### config.mk
export PLATFORM = sky130hd
export DESIGN_NAME = merge_poly
export DESIGN_NICKNAME = d
export VERILOG_FILES = /design/src/rtl/poly_pkg.sv /design/src/rtl/merge_fsm.sv /design/src/rtl/merge_poly.sv
export SDC_FILE = /design/constraint.sdc
export NUM_CORES = 1
export LEC_CHECK = 0
export CAP_MARGIN = 20
export CORE_ASPECT_RATIO = 1.5
export CORE_MARGIN = 2
export CORE_UTILIZATION = 55
export CTS_BUF_LIST = sky130_fd_sc_hd__clkbuf_8
export CTS_CLUSTER_DIAMETER = 150
export CTS_CLUSTER_SIZE = 28
export DETAILED_ROUTE_END_ITERATION = 6
export PLACE_DENSITY = 0.87
export SYNTH_ARGS = -nofsm -noshare
export SYNTH_HDL_FRONTEND = slang
export SYNTH_HIERARCHICAL = 1
export SYNTH_SLANG_ARGS = --single-unit
### constraint.sdc
create_clock -name clk -period 2.47 [get_ports clk]
set_input_delay 0.247 -clock clk [delete_from_list [all_inputs] [get_ports clk]]
set_output_delay 0.247 -clock clk [all_outputs]
set_load 0.03 [all_outputs]
### src/rtl/poly_pkg.sv
// Shared constants and merge FSM encoding for the polynomial split/merge stages.
package poly_pkg;
  localparam int COEF_W = 12;
  localparam int N_COEF = 12;
  localparam int DAT_W  = COEF_W * N_COEF;
  localparam int N_PAIR = N_COEF / 2;
  localparam int CNT_W  = $clog2(N_PAIR);

  typedef enum logic [1:0] {
    IDLE  = 2'd0,
    MERGE = 2'd1,
    DONE  = 2'd2
  } merge_state_t;
endpackage

### src/rtl/merge_fsm.sv
// Control for merge_poly: state register, pair counter, busy/done flags and datapath strobes.
module merge_fsm
  import poly_pkg::*;
(
  input  logic clk,
  input  logic rst_b,
  input  logic start,
  output logic busy,
  output logic done,
  output logic cap,
  output logic step,
  output logic load
);
  localparam logic [CNT_W-1:0] LAST = CNT_W'(N_PAIR - 1);

  merge_state_t     r_state;
  logic [CNT_W-1:0] r_cnt;
  logic             r_busy;
  logic             r_done;

  // DONE accepts a new request exactly like IDLE, giving back-to-back operation.
  assign cap  = start && ((r_state == IDLE) || (r_state == DONE));
  assign step = (r_state == MERGE);
  assign load = step && (r_cnt == LAST);
  assign busy = r_busy;
  assign done = r_done;

  always_ff @(posedge clk) begin
    if (!rst_b) begin
      r_state <= IDLE;
      r_cnt   <= '0;
      r_busy  <= 1'b0;
      r_done  <= 1'b0;
    end else begin
      case (r_state)
        IDLE, DONE: begin
          r_done <= 1'b0;
          r_cnt  <= '0;
          if (start) begin
            r_state <= MERGE;
            r_busy  <= 1'b1;
          end else begin
            r_state <= IDLE;
          end
        end
        MERGE: begin
          if (r_cnt == LAST) begin
            r_state <= DONE;
            r_cnt   <= '0;
            r_busy  <= 1'b0;
            r_done  <= 1'b1;
          end else begin
            r_cnt <= r_cnt + 1'b1;
          end
        end
        default: begin
          r_state <= IDLE;
          r_cnt   <= '0;
          r_busy  <= 1'b0;
          r_done  <= 1'b0;
        end
      endcase
    end
  end
endmodule

### src/rtl/merge_poly.sv
// Re-interleaves even/odd coefficient fragments into one GF(2^m) polynomial, one pair per clock.
module merge_poly
  import poly_pkg::*;
(
  input  logic             clk,
  input  logic             rst_b,
  input  logic             start,
  input  logic [0:DAT_W-1] first_fragment_in,
  input  logic [0:DAT_W-1] second_fragment_in,
  output logic [0:DAT_W-1] poly_out,
  output logic             busy,
  output logic             done
);
  logic             w_cap;
  logic             w_step;
  logic             w_load;
  logic [0:DAT_W-1] r_f1;
  logic [0:DAT_W-1] r_f2;
  logic [0:DAT_W-1] r_asm;
  logic [0:DAT_W-1] r_poly;
  logic [0:2*COEF_W-1] w_pair;
  logic [0:DAT_W-1] w_asm_next;

  merge_fsm u_fsm (
    .clk   (clk),
    .rst_b (rst_b),
    .start (start),
    .busy  (busy),
    .done  (done),
    .cap   (w_cap),
    .step  (w_step),
    .load  (w_load)
  );

  // Slot 0 of each fragment register is the current pair; appending on the right
  // leaves the first pair leftmost once all N_PAIR pairs are in.
  assign w_pair     = {r_f1[0:COEF_W-1], r_f2[0:COEF_W-1]};
  assign w_asm_next = {r_asm[2*COEF_W:DAT_W-1], w_pair};
  assign poly_out   = r_poly;

  always_ff @(posedge clk) begin
    if (!rst_b) begin
      r_f1   <= '0;
      r_f2   <= '0;
      r_asm  <= '0;
      r_poly <= '0;
    end else begin
      if (w_cap) begin
        r_f1  <= first_fragment_in;
        r_f2  <= second_fragment_in;
        r_asm <= '0;
      end else if (w_step) begin
        r_f1  <= {r_f1[COEF_W:DAT_W-1], {COEF_W{1'b0}}};
        r_f2  <= {r_f2[COEF_W:DAT_W-1], {COEF_W{1'b0}}};
        r_asm <= w_asm_next;
      end
      if (w_load) r_poly <= w_asm_next;
    end
  end
endmodule
==> results by group <==
Worst setup path
  – Critical Path Fanout Max: 2
  – CP Launch Point: poly_out[107]$_SDFFE_PN0P_
  – Worst Setup Start Kind: flop
  – Critical path class: flop to output port
  – WP buf/inv: 1
  – Max incr delay on CP: slightly above 0.7 ns
  – Arrival time worst endpoint: about 1.8 ns
  – Top Family by Delay on Critical Path: buffers and inverters
  – Reg2reg start: u_fsm/r_state[0]$_SDFFE_PN0P_
  – Slowest-stage cell, CP: clkdlybuf4s50_1
  – CP Capture Type: output port
  – Critical path required time: between 2 and 2.5 ns
  – CP cell instances: clkdlybuf4s50_1

Place
  – I/O Buffers: between 400 and 500
  – HPWL Detailed: 42100 microns
  – Placer Congestion: about 0.84

Clocking
  – CTS max path bufs: 3
  – Worst skew pair latency: about 0.63 ns
  – Clock Pin Slew Worst Setup and Hold Paths: between 0.15 and 0.2 ns
  – TritonCTS buffer count: 23
  – CTS tree: done
  – Num Clock Sinks: 559
  – Post-CTS Setup Bufs: 0
  – Clock Tree Root: clkbuf_8
  – CTS H-tree depth: 1

Timing
  – Fmax: 490 MHz
  – Final TNS setup: 0 ns
  – Slew Limit Headroom: 0.591
  – Final Setup Violations: 0
  – Unrepaired setup endpoints after global routing: no
  – Least-Margin Pin Slew: just over 0.6 ns
  – Tcrit/Tclk final: 0.826
  – Tmin final: 2.04 ns
  – Final hold viol count: 0
  – Max Clock Skew: about 0.016 ns
  – Max-slew violations: 0

Min path
  – Hold path start: second_fragment_in[135]
  – Worst hold-check path type: primary input to flop

Synth
  – Register area share after synthesis: 0.461
  – Synth area leaders: dfxtp_1, mux2_2, mux2i_1
  – Post-synth EDFFs: 0
  – Synth Register Bits: about 560
  – Unique cell type count in the Yosys netlist: 26
  – Post-synthesis cell area: between 20000 and 25000 sq um
  – Synth Flop Type: dfxtp_1
  – Syn nets: roughly 2500
  – YS warnings: 6
  – Synth async-reset ratio: 0
  – Cell count after synthesis: 2160
  – Post-synth top area share: 0.461
  – Synth area leader: dfxtp_1
  – Mean Syn Cell Area: between 10 and 15 sq um

Run
  – Max Cap Violations: 0

Die
  – Initial Util: 0.555
  – Die Area: 45900 sq um
  – Die height: about 260 microns
  – Core area: around 44000 sq um
  – FP Rows: 94
  – Ports: between 400 and 500
  – Die X-Extent: ~180 microns

Power and ir drop
  – Leak pwr: ~13 nW
  – Peak supply drop: roughly 0.00048 V
  – Power Density: ~540 nW/um^2

Global route
  – Tot GR Track Use: 0.241
  – Largest net degree at the start of global routing: 99
  – Vias in the first global route: ~17000
  – Antenna violations before repair: 14
  – GRT overflow: 0
  – Global-route wire length before repair: 89000 microns

Routing
  – Top routing layer used: met4
  – Vias: about 17000
  – 1st-pass router iterations: 6
  – Met2 wire len: around 29000 microns
  – Routed wl met3: 2010 microns
  – Via density: 5.46
  – First DRT Iteration DRCs: roughly 900
  – Routed wire per std cell: roughly 19 microns
  – Drt drc: 0
  – Drt total wl: about 57000 microns
  – Post-route ant nets: 0
  – M1 WL: approximately 24000 microns

Final layout
  – Most common cell after layout, fill and taps aside: dfxtp_1
  – Most frequent cells in the layout: dfxtp_1, clkdlybuf4s50_1, mux2i_1
  – Share of cells above drive strength 1: 0.139
  – Area grow syn2layout: 20.5%
  – Final Core Density: 0.669
  – # nets final: approximately 2800

Status
  – Status: finished clean
==> final timing paths <==
check	end	slack [ns]	cells past startpoint
max reg2reg	r_f1[101]$_SDFFE_PN0P_	0.49	5
min	r_f2[135]$_SDFFE_PN0P_	0.14	3
max	poly_out[107]	0.43	1
min reg2reg	u_fsm/r_cnt[0]$_SDFF_PP0_	0.48	1
==> sequential cells by signal, indices dropped and copies added, names as in the netlist <==
register,flops
poly_out,144
r_asm,120
r_f1,144
r_f2,144
u_fsm/busy,1
u_fsm/done,1
u_fsm/r_cnt,3
u_fsm/r_state,2
==> Yosys cell counts, types with 2 or more instances <==
master and n:
a21boi_1 24, a21oi_1 2, buf_2 78, buf_4 10, buf_6 45, clkbuf_1 52, dfxtp_1 559, ha_1 2
mux2_2 264, mux2i_1 265, nand2_1 26, nand2b_1 253, nor2_1 126, nor2b_1 145, o211a_1 264, or2b_1 12
or3b_1 24
==> final cells by class <==
| cell class | instances | area [sq um] |
|---|---|---|
| clock buffer | 23 | 317 |
| inverter | 1 | 3.75 |
| tap | 576 | 721 |
| antenna | 16 | 40.0 |
| multi-input combinational | 1414 | 11900 |
| clock inverter | 1 | 3.75 |
| sequential | 559 | 11200 |
| fill | 3285 | 14500 |
| timing repair buffer | 490 | 5060 |
==> metal layers <==
metal,up-vias,GRT usage
met4,0,0.119
met2,404,0.427
met1,8104,0.293
met3,105,0.0206
met5,-,0
li1,8200,-
==> per-stage QoR <==
step | cells | power, mW | area (sq um) | setup slack [ns] | hold WS (ns)
floorplan | 2160 | 11.6 | 24300 | 0.891 | 0.375
global placement | 3039 | 12.3 | 28900 | 0.451 | 0.427
detailed placement | 3039 | 12.5 | 28900 | 0.409 | 0.468
CTS | 3064 | 15.8 | 29200 | 0.376 | 0.0917
global route | 3078 | 16.3 | 29200 | 0.368 | 0.125
finish | 3080 | 15.7 | 29300 | 0.430 | 0.144
==> logic make-up after synthesis <==
logic type	share of synthesized area
compound gates	0.117
simple gates	0.140
fa+ha+maj	0.00103
mux	0.232
buf+inv	0.0485
flops	0.461
==> repair_timing <==
action / CTS / global route
hold endpoints to repair: 4 / 0
setup endpoints to repair: 0 / 0
gates resized for setup: 0 / 0
hold buffers: 1 / 0
==> power breakdown <==
group          leakage [nW]  internal (mW)  switching (mW)  total [mW]
sequential             4.57           9.46           0.282        9.75
clock                 0.171          0.854            2.57        3.42
combinational          7.96           1.51            1.01        2.52
total                  12.7           11.8            3.86        15.7
Power figures use the tool's default switching activity.
